[config.mk]
export PLATFORM = sky130hd
export DESIGN_NAME = net_remap_pipe
export DESIGN_NICKNAME = d
export VERILOG_FILES = /design/src/rtl/net_remap_pipe.sv
export SDC_FILE = /design/constraint.sdc
export NUM_CORES = 1
export LEC_CHECK = 0
export CAP_MARGIN = 10
export CORE_MARGIN = 2
export CORE_UTILIZATION = 40
export DETAILED_ROUTE_END_ITERATION = 8
export HOLD_SLACK_MARGIN = 0.15
export PLACE_DENSITY = 0.63
export SYNTH_ARGS = -nofsm -noshare
export SYNTH_HDL_FRONTEND = slang
export SYNTH_SLANG_ARGS = --single-unit
[constraint.sdc]
create_clock -name clk -period 1.91 [get_ports clk]
set_input_delay 0.382 -clock clk [delete_from_list [all_inputs] [get_ports clk]]
set_output_delay 0.382 -clock clk [all_outputs]
set_load 0.05 [all_outputs]
[src/rtl/net_remap_pipe.sv]
// Registered bus-remapping stage: each output bit takes an input bit, a constant, or its own
// previous value, selected through a double-buffered (shadow/active) mapping table.
module net_remap_pipe #(
    parameter int IN_W  = 16,
    parameter int OUT_W = 16,
    parameter int SEL_W = 5,
    parameter int IDX_W = 4
) (
    input  logic             clk,
    input  logic             rst_n,
    input  logic             in_valid,
    output logic             in_ready,
    input  logic [IN_W-1:0]  in_data,
    output logic             out_valid,
    input  logic             out_ready,
    output logic [OUT_W-1:0] out_data,
    input  logic             cfg_we,
    input  logic [IDX_W-1:0] cfg_idx,
    input  logic [SEL_W-1:0] cfg_sel,
    input  logic             cfg_commit,
    output logic             cfg_err,
    output logic [15:0]      xfer_cnt
);

    localparam int EXT_W = 2 ** SEL_W;
    localparam logic [SEL_W-1:0] SEL_CONST0 = SEL_W'(IN_W);
    localparam logic [SEL_W-1:0] SEL_HOLD   = SEL_W'(IN_W + 2);
    localparam logic [IDX_W:0]   IDX_LIMIT  = (IDX_W + 1)'(OUT_W);

    logic [SEL_W-1:0] shadow      [OUT_W];
    logic [SEL_W-1:0] active      [OUT_W];
    logic [SEL_W-1:0] shadow_next [OUT_W];
    logic [EXT_W-1:0] in_ext;
    logic [OUT_W-1:0] remap_data;
    logic             wr_ok;
    logic             accept;

    // Handshake: a word moves when valid && ready are both high at a rising edge. The stage
    // can take a new word whenever its output register is empty or is being drained this cycle.
    assign in_ready = !out_valid || out_ready;
    assign accept   = in_valid && in_ready;
    assign wr_ok    = cfg_we && ({1'b0, cfg_idx} < IDX_LIMIT) && (cfg_sel <= SEL_HOLD);

    // Input word extended with the constant sources so every select code is a plain bit index.
    always_comb begin
        in_ext               = '0;
        in_ext[IN_W-1:0]     = in_data;
        in_ext[IN_W + 1]     = 1'b1;
    end

    // Shadow contents including this cycle's write, so a same-cycle commit picks it up.
    always_comb begin
        for (int j = 0; j < OUT_W; j++) begin
            shadow_next[j] = shadow[j];
            if (wr_ok && (IDX_W'(j) == cfg_idx)) begin
                shadow_next[j] = cfg_sel;
            end
        end
    end

    always_comb begin
        remap_data = '0;
        for (int j = 0; j < OUT_W; j++) begin
            remap_data[j] = (active[j] == SEL_HOLD) ? out_data[j] : in_ext[active[j]];
        end
    end

    always_ff @(posedge clk or negedge rst_n) begin
        if (!rst_n) begin
            for (int j = 0; j < OUT_W; j++) begin
                shadow[j] <= SEL_CONST0;
                active[j] <= SEL_CONST0;
            end
            out_valid <= 1'b0;
            out_data  <= '0;
            cfg_err   <= 1'b0;
            xfer_cnt  <= 16'd0;
        end else begin
            for (int j = 0; j < OUT_W; j++) begin
                shadow[j] <= shadow_next[j];
                if (cfg_commit) begin
                    active[j] <= shadow_next[j];
                end
            end
            cfg_err <= cfg_we && !wr_ok;
            if (accept) begin
                out_data  <= remap_data;
                out_valid <= 1'b1;
                xfer_cnt  <= xfer_cnt + 16'd1;
            end else if (out_ready) begin
                out_valid <= 1'b0;
            end
        end
    end

endmodule

---- Yosys cells after proc, flatten, opt, wreduce, memory -nomap -nowiden ----
Index checks and enable logic that the tools add are counted.
cells by class
  $lt $le $gt $ge ......................... 17
  $add $sub $neg .......................... 1
  muxes and demuxes ....................... 50
  $mul .................................... 0
  equal/unequal tests ..................... 31
  div/mod/pow operators ................... 0
  reduce and logical (&&, ||, !) cells .... 40
  bitwise logic cells ..................... 16
  shifts and indexed selects .............. 0
operator list
  operator               count
  $lt 5x6->1 const B     16
  $bmux 1 s5             16
  $eq 5x5->1 const B     16
  $mux 5                 16
  $eq 4x4->1 const A     8
  $reduce_and 2->1       16
  $logic_and 1x1->1      19
  $mux 1                 18
  $add 16x1->16 const B  1
  $eq 3x4->1 const A     4
  $not 1->1              16
  $eq 2x4->1 const A     2
  $le 5x5->1 const B     1
  $eq 1x4->1 const A     1
  $logic_not 4->1        1
  $logic_not 1->1        2
  $reduce_bool 2->1      1
  $logic_or 1x1->1       1
storage, ports and cells
  word-level logic and storage cells ...... 206
  memories ................................ 0
  output and inout port bits .............. 35
  latch bits .............................. 0
  bits in registers ....................... 194
  input port bits ......................... 31
  memory bits (read-only) ................. 0
  bits in writable memories ............... 0

---- Longest topological paths before layout ----
Gate-level depths: netlist of run 1.
  word-level depth ........................ 4
  depth in mapped cells ................... 7
  depth with buffers taken out ............ 5

---- Worst setup path before layout of run 1 ----
No wires, ideal clock.
  path kind ............................... reg2reg
  start point ............................. register out_valid
  end point ............................... register out_data[0]
  cell stages (with the launch flop) ...... 8
  required time ........................... 1775 ps
  clock period less this slack ............ 2336 ps
  buffers on the path ..................... 2
  setup time .............................. 135 ps
  data arrival time ....................... 2201 ps
  slack ................................... -426 ps
  cell sequence ........................... dfrtp_1 -> nor2b_1 -> inv_1 -> clkbuf_1 -> clkbuf_1 -> o311ai_0 -> a32oi_1 -> nand4_1
between the ends
  word-level cells in the longest chain between the ends .. 4
RTL lines
  element                     line  text
  from (decl)                 14    output logic out_valid,
  from (signal assigned)      74    out_valid <= 1'b0;
  from (signal assigned)      88    out_valid <= 1'b1;
  from (signal assigned)      91    out_valid <= 1'b0;
  $logic_not 1->1             40    assign in_ready = !out_valid || out_ready;
  $logic_or 1x1->1            40
  net in_ready                12    output logic in_ready,
  $logic_and 1x1->1           41    assign accept = in_valid && in_ready;
  $reduce_and 2->1 (no line)  --
  to (signal assigned)        87    out_data <= remap_data;
  to (decl)                   16    output logic [OUT_W-1:0] out_data,
The timed path passes the listed nets, and every way through them passes these cells.
A chain may end at the register's enable or synchronous reset.

==> impl_metrics.env, run 1 <==
export IMPL_cts_path_max_buffers=2
export IMPL_synth_fa_ha_area_share_pct=0.1197
export IMPL_worstPathMaxFanout=21
export IMPL_cts_tree="yes"
export IMPL_track_usage_pct=22.30
export IMPL_maxCapViolCount=0
export IMPL_synth_common_cells="dfrtp_1 (162), mux2_2 (77), o2bb2ai_1 (75)"
export IMPL_p_per_area_nw_per_um2=1130
export IMPL_synth_cell_types=43
export IMPL_detail_route_iter0_violations=729
export IMPL_synth_mux_area_share_pct=21.37
export IMPL_outcome="completed"
export IMPL_place_hpwl_mm=21.70
export IMPL_grt_max_degree=47
export IMPL_synth_edff_count=0
export IMPL_min_path_cells=2
export IMPL_finalSetupViolations=0
export IMPL_synth_top_area_share_pct=38.80
export IMPL_hold_path_class="in -> reg"
export IMPL_clk_pin_slew_ps=80
export IMPL_ys_flop_type="dfrtp_1"
export IMPL_peakVddDrop_v=0.0006350
export IMPL_io_pins=66
export IMPL_viasPerCell=5.997
export IMPL_synth_compound_area_share_pct=16.58
export IMPL_leakage_nw=5.340
export IMPL_avgSynthCellArea_sq_um=12.08
export IMPL_die_h_microns=165.6
export IMPL_synth_most_common_cell="dfrtp_1"
export IMPL_hold_viol_final=0
export IMPL_synth_xor_area_share_pct=1.257
export IMPL_cp_required_ps=2290
export IMPL_cts_root_buf="clkbuf_16"
export IMPL_place_congestion=0.8519
export IMPL_synth_seq_cells=194
export IMPL_yosys_top_cells_area="dfrtp_1 (39%), mux2_2 (8.3%), dfstp_2 (8.0%)"
export IMPL_initial_core_util_pct=40.44
export IMPL_firstDrtPassIters=7
export IMPL_synth_simple_area_share_pct=10.43
export IMPL_post_drt_wl_per_cell_microns=22.02
export IMPL_die_w_microns=165.6
export IMPL_h_tree_depth=4
export IMPL_post_route_cells_drive_above_1_share_pct=36.13
export IMPL_rsz0062_at_grt="yes"
export IMPL_finalCriticalPeriod_ps=1879
export IMPL_core_area_sq_um=25840
export IMPL_clock_latency_ps=430
export IMPL_power_mw=14.70
export IMPL_grt_pass1_vias=8284
export IMPL_die_area_sq_um=27430
export IMPL_cts_made_buffers=17
export IMPL_overflow=0
export IMPL_grt_pass1_wl_mm=47.98
export IMPL_syn_inst=865
export IMPL_reg2regPathDepth=4
export IMPL_ys_warn_count=0
export IMPL_synth_nets=897
export IMPL_cp_start_kind="input port"
export IMPL_via_count=8234
export IMPL_num_rows=59
export IMPL_antenna_found_initial=0
export IMPL_critical_path_endpoint_type="register"
export IMPL_drc_errors=0
export IMPL_worstMarginPinSlew_ps=514.9
export IMPL_area_growth_pct=24.52
export IMPL_wl_mm=30.23
export IMPL_async_flop_share_pct=100.0
export IMPL_synth_top_area_cell="dfrtp_1"
export IMPL_placed_cells=1337
export IMPL_fmax_mhz=532.1
export IMPL_antenna_cells=0
export IMPL_whs_ps=310.6
export IMPL_relSlewSlack_pct=65.64
export IMPL_arrival_ps=2260
export IMPL_postRouteAntennaNets=0
export IMPL_path_class="in -> reg"
export IMPL_cts_sinks=194
export IMPL_fin_nets=1057
export IMPL_timing_final_crit_share_pct=98.40
export IMPL_synth_top_family_by_area="multiplexers"
export IMPL_portBuffers=65
export IMPL_syn_area_sq_um=10450
export IMPL_fin_skew_ps=11.41
export IMPL_slew_viol_final=0
export IMPL_yosysSeqAreaShare_pct=46.84
export IMPL_instances_no_fill=1373
-- repair_timing --
item | 4_1_cts | 5_1_grt
gates cloned | 0 | 1
hold buffers | 1 | 0
setup endpoints to repair | 6 | 12
gates resized for setup | 7 | 2
buffers inserted | 0 | 2
pin swaps | 0 | 2
endpoints found under the hold margin | 32 | 0
-- critical path, stage by stage --
cell and delay, ps:
clkdlybuf4s50_1 430, a211oi_2 330, buf_12 210, o211ai_1 130, buf_4 150, clkdlybuf4s15_2 250, o2bb2ai_1 200, mux2_2 180
-- per-layer routing --
layer	track usage [%]	share of wire, %	wire length [microns]	vias up
li1	-	-	-	3717
met1	31.79	46	13940	4176
met2	35.13	46	13920	286
met3	3.847	5.7	1738	55
met4	6.503	2.1	634	0
met5	0	0	0	-
-- sequential cells by signal, summed over array words and instances (netlist names) --
name       count
out_valid      1
shadow        80
active        80
cfg_err        1
xfer_cnt      16
out_data      16
-- worst paths after layout --
path	endpoint	slack (ps)	start
max in group asynchronous	active[14]$_DFFE_PN1P_	800	rst_n
setup reg to reg	out_data[13]$_DFFE_PN0P_	210	active[10]$_DFFE_PN0P_
hold / removal	active[19]$_DFFE_PN1P_	310	cfg_commit
setup / recovery	active[56]$_DFFE_PN0P_	30	cfg_sel[1]
min in group asynchronous	xfer_cnt[10]$_DFFE_PN0P_	430	rst_n
hold reg to reg	xfer_cnt[15]$_DFFE_PN0P_	480	xfer_cnt[15]$_DFFE_PN0P_
-- power breakdown --
part | switching (mW) | internal, mW | total, mW
registers | 0.943 | 5.19 | 6.14
clock network | 1.62 | 1.88 | 3.50
logic | 2.63 | 2.44 | 5.06
-- cell usage in the layout, fill, tap and decap left out, types with 3 or more instances in the layout --
master / instances
dfrtp_1: 162
buf_4: 158
mux2_2: 77
o2bb2ai_1: 74
mux2i_1: 60
nand3_1: 34
mux4_2: 34
dfstp_2: 32
nand2_1: 31
a221oi_1: 30
clkdlybuf4s50_1: 28
inv_1: 20
nor2b_1: 19
o211ai_1: 19
nand4_1: 18
nor3_1: 18
and2_1: 17
clkbuf_16: 17
nand2b_1: 16
o31ai_1: 15
or3b_2: 15
o311ai_0: 15
a32oi_1: 14
buf_12: 14
nor2_1: 12
o2111ai_1: 9
o2111ai_2: 8
xnor2_1: 8
xor2_1: 7
clkinv_4: 6
a21oi_1: 5
dlygate4sd2_1: 5
o21ai_0: 4
o21a_1: 4
nor3b_1: 3
nand4b_1: 3
clkinv_2: 3
clkbuf_8: 3
-- metrics by stage --
stage / area [sq um] / setup TNS (ps) / setup WS [ps] / util, %
after floorplan: 10450 / 0 / 4.407 / -
after global placement: 12400 / -35400 / -408.3 / 47.99
after detailed placement: 12400 / -36560 / -398.1 / 47.99
after CTS: 12970 / 0 / 6.673 / 50.21
after global routing: 13010 / -106.7 / -31.62 / 50.36
final: 13010 / 0 / 30.54 / 50.36
-- cell type report --
cell class | instances | area [sq um]
Sequential cell | 194 | 4895
Clock inverter | 11 | 106.4
Timing Repair Buffer | 209 | 1837
Clock buffer | 21 | 460.4
Fill cell | 2285 | 12830
Inverter | 21 | 78.83
Tap cell | 335 | 419.2
Multi-Input combinational cell | 582 | 5215
-- cells by family (layout without fill, tap and decap cells) --
group / count (synthesis) / in the layout
fa+ha+maj: 1 / 1
xor+xnor: 15 / 15
buf+inv: 89 / 262
flops: 194 / 194
simple gates: 193 / 193
compound gates: 202 / 202
mux: 171 / 171
Power figures use the tool's default switching activity.
==> inputs of run 2 (changes only) <==
Settings changed: SLEW_MARGIN set to 10.
==> results of run 2 <==
Final layout, timing and power as in run 1 (identical DEF).
==> inputs of run 3 (changes only) <==
Settings changed: CTS_CLUSTER_DIAMETER set to 50.
==> results of run 3 <==
Final layout, timing and power as in run 1 (identical DEF).
==> variant (settings of run 2) <==
Put one more register stage on the output `xfer_cnt`. The value now appears one clock later. The other outputs are not delayed to match.
--- a/src/rtl/net_remap_pipe.sv
+++ b/src/rtl/net_remap_pipe.sv
@@ -26,6 +26,8 @@
     localparam logic [SEL_W-1:0] SEL_CONST0 = SEL_W'(IN_W);
     localparam logic [SEL_W-1:0] SEL_HOLD   = SEL_W'(IN_W + 2);
     localparam logic [IDX_W:0]   IDX_LIMIT  = (IDX_W + 1)'(OUT_W);
+
+    logic [15:0] xfer_cnt_s0;
 
     logic [SEL_W-1:0] shadow      [OUT_W];
     logic [SEL_W-1:0] active      [OUT_W];
@@ -74,7 +76,7 @@
             out_valid <= 1'b0;
             out_data  <= '0;
             cfg_err   <= 1'b0;
-            xfer_cnt  <= 16'd0;
+            xfer_cnt_s0 <= 16'd0;
         end else begin
             for (int j = 0; j < OUT_W; j++) begin
                 shadow[j] <= shadow_next[j];
@@ -86,12 +88,16 @@
             if (accept) begin
                 out_data  <= remap_data;
                 out_valid <= 1'b1;
-                xfer_cnt  <= xfer_cnt + 16'd1;
+                xfer_cnt_s0 <= xfer_cnt_s0 + 16'd1;
             end else if (out_ready) begin
                 out_valid <= 1'b0;
             end
         end
     end
 
+    always_ff @(posedge clk) begin
+        xfer_cnt <= xfer_cnt_s0;
+    end
+
 endmodule
 
Check against the original RTL: not equivalent (Yosys sat finds a counterexample within 4 cycles, from zero or initial values and one cycle with rst_n low).
==> variant against run 2 <==
- routed wire length up 2.5%
- total power down 1.9%
- hold slack better by 71 ps
- sequential cell count up 16
- via count up 7.4%
- worst setup slack better by 83 ps
- cell area up 5.2%
- area after synthesis up 3.2%
- count of clock-buffer cells in the layout up 11
- utilization up 0.84 points
- final cell count up 11%
- synthesized cell count up 18%
- critical endpoint is now out_data[3]$_DFFE_PN0P_
==> variant: results <==
[synth]
yosysUniqueCellTypes = 56
synth_cells = 1022
yosysWarnings = 0
synth_common_cells = dfrtp_1 (162), nand2_1 (136), nor2_1 (96)
syn_nets = 1054
synth_top_flop_cell = dfrtp_1
async_flop_share = 0.9238
synth_area_leaders = dfrtp_1 (38%), mux4_2 (13%), dfstp_2 (7.8%)
synth_edf_count = 0
ys_seq_area_frac = 0.4838

[cts]
cts_max_path_buffers = 3
clkSlewWorstSetupHoldPaths_ps = 60
cts_buffers = 24
clkLatencyLatePin_ps = 520
clock-root-buffer = clkbuf_16
htreeDepth = 1

[cells_and_area]
nets = 1198
stdcell_count = 1525
utilization = 0.5120
reg.largest.list = active x80, shadow x80
drive_gt1_frac = 0.2897
fillers = 2356
diodes = 0

[place]
portBuffers = 65
hpwl_mm = 20.41
gp_congestion = 0.8362
dp_slack_ps = -569.1
placed_cell_area_um2 = 12880

[grt]
grt_max_degree = 76
antenna_found_initial = 0
grt_pass1_vias = 8838
grt_first_pass_wirelength_mm = 49.63
grt_usage = 0.2230

[pwr]
peakVddDrop_mv = 0.5882
intPower_mw = 9.829
total_leakage_power_nw = 5.706

[worst_setup_path]
cpMaxStageDelayCell = mux4_2
slowest_delay_ps = 540
cp.arrival_ps = 2200
crit_type = reg -> reg
ff2ff_setup_slack_ps = 110
critPathMaxFanout = 7
rr_startpoint = active[60]$_DFFE_PN0P_
crit_family = multiplexers
critPathCapture = out_data[3]$_DFFE_PN0P_
ff2ff_path_depth = 4

[timing]
fin_skew_ps = 7.760
worst_pin_slew_ps = 494.1
holdWs_ps = 381.8
fin_crit_sh = 0.9406

[run_status]
status = finished, final reports clean

[hold_path]
whs_endpoint = active[54]$_DFFE_PN1P_
min-delay-start = cfg_commit
whs_path_depth = 4
hp-class = in -> reg

[drt]
vias_per_cell = 5.798
drt_iter0_drc = 805
drt_pass1_iterations = 5
wl_per_cell_um = 20.32
## variant: changes by cell type in the layout (fill, tap and decap cells not counted), sizes merged, moves of 30 or more
cell and delta:
nand2 +108, nor2 +84, o21ai +77, a21oi +64, o2bb2ai -63, mux2i -56, mux2 -55, o21a +51
a221oi -30
## variant: logic make-up after synthesis
group / share of synthesized area
mux: 0.1562
xor+xnor: 0.01219
buf+inv: 0.03192
fa+ha+maj: 0.001161
compound gates: 0.1654
simple gates: 0.1493
flops: 0.4838
## variant: worst min-delay path, cell delays in order
cell and delay, ps:
buf_4 130, buf_12 190, nor2_1 120, a21oi_1 50
## variant: final cells by class
| cell class | count | area share |
|---|---|---|
| well taps | 341 | 0.03118 |
| flip-flops and latches | 210 | 0.3818 |
| multi-input cells | 723 | 0.3836 |
| clock buffers | 32 | 0.04910 |
| inverters | 11 | 0.003017 |
| repair buffers | 196 | 0.1425 |
| clock inverters | 12 | 0.008869 |
## variant: what timing repair did
action | 4_1_cts | 5_1_grt
hold endpoints to repair | 35 | 0
setup endpoints to repair | 21 | 42
pin swaps | 1 | 1
buffers inserted | 0 | 0
gates resized for setup | 22 | 12
cloned | 0 | 0
hold buffers | 1 | 0
## variant: power by group through the flow
stage	Clock, mW	Sequential [mW]	Combinational, mW
CTS	4.70	6.15	3.65
finish	4.62	6.15	3.64
detailed placement	0	6.22	3.67
global placement	0	6.19	3.59
floorplan	0	6.52	1.97
global route	4.88	6.28	3.95
## variant: layer usage
| metal | share of wire | GRT usage |
|---|---|---|
| met1 | 0.41 | 0.3011 |
| met5 | 0 | 0 |
| met3 | 0.078 | 0.03902 |
| met2 | 0.47 | 0.3624 |
| met4 | 0.038 | 0.08471 |
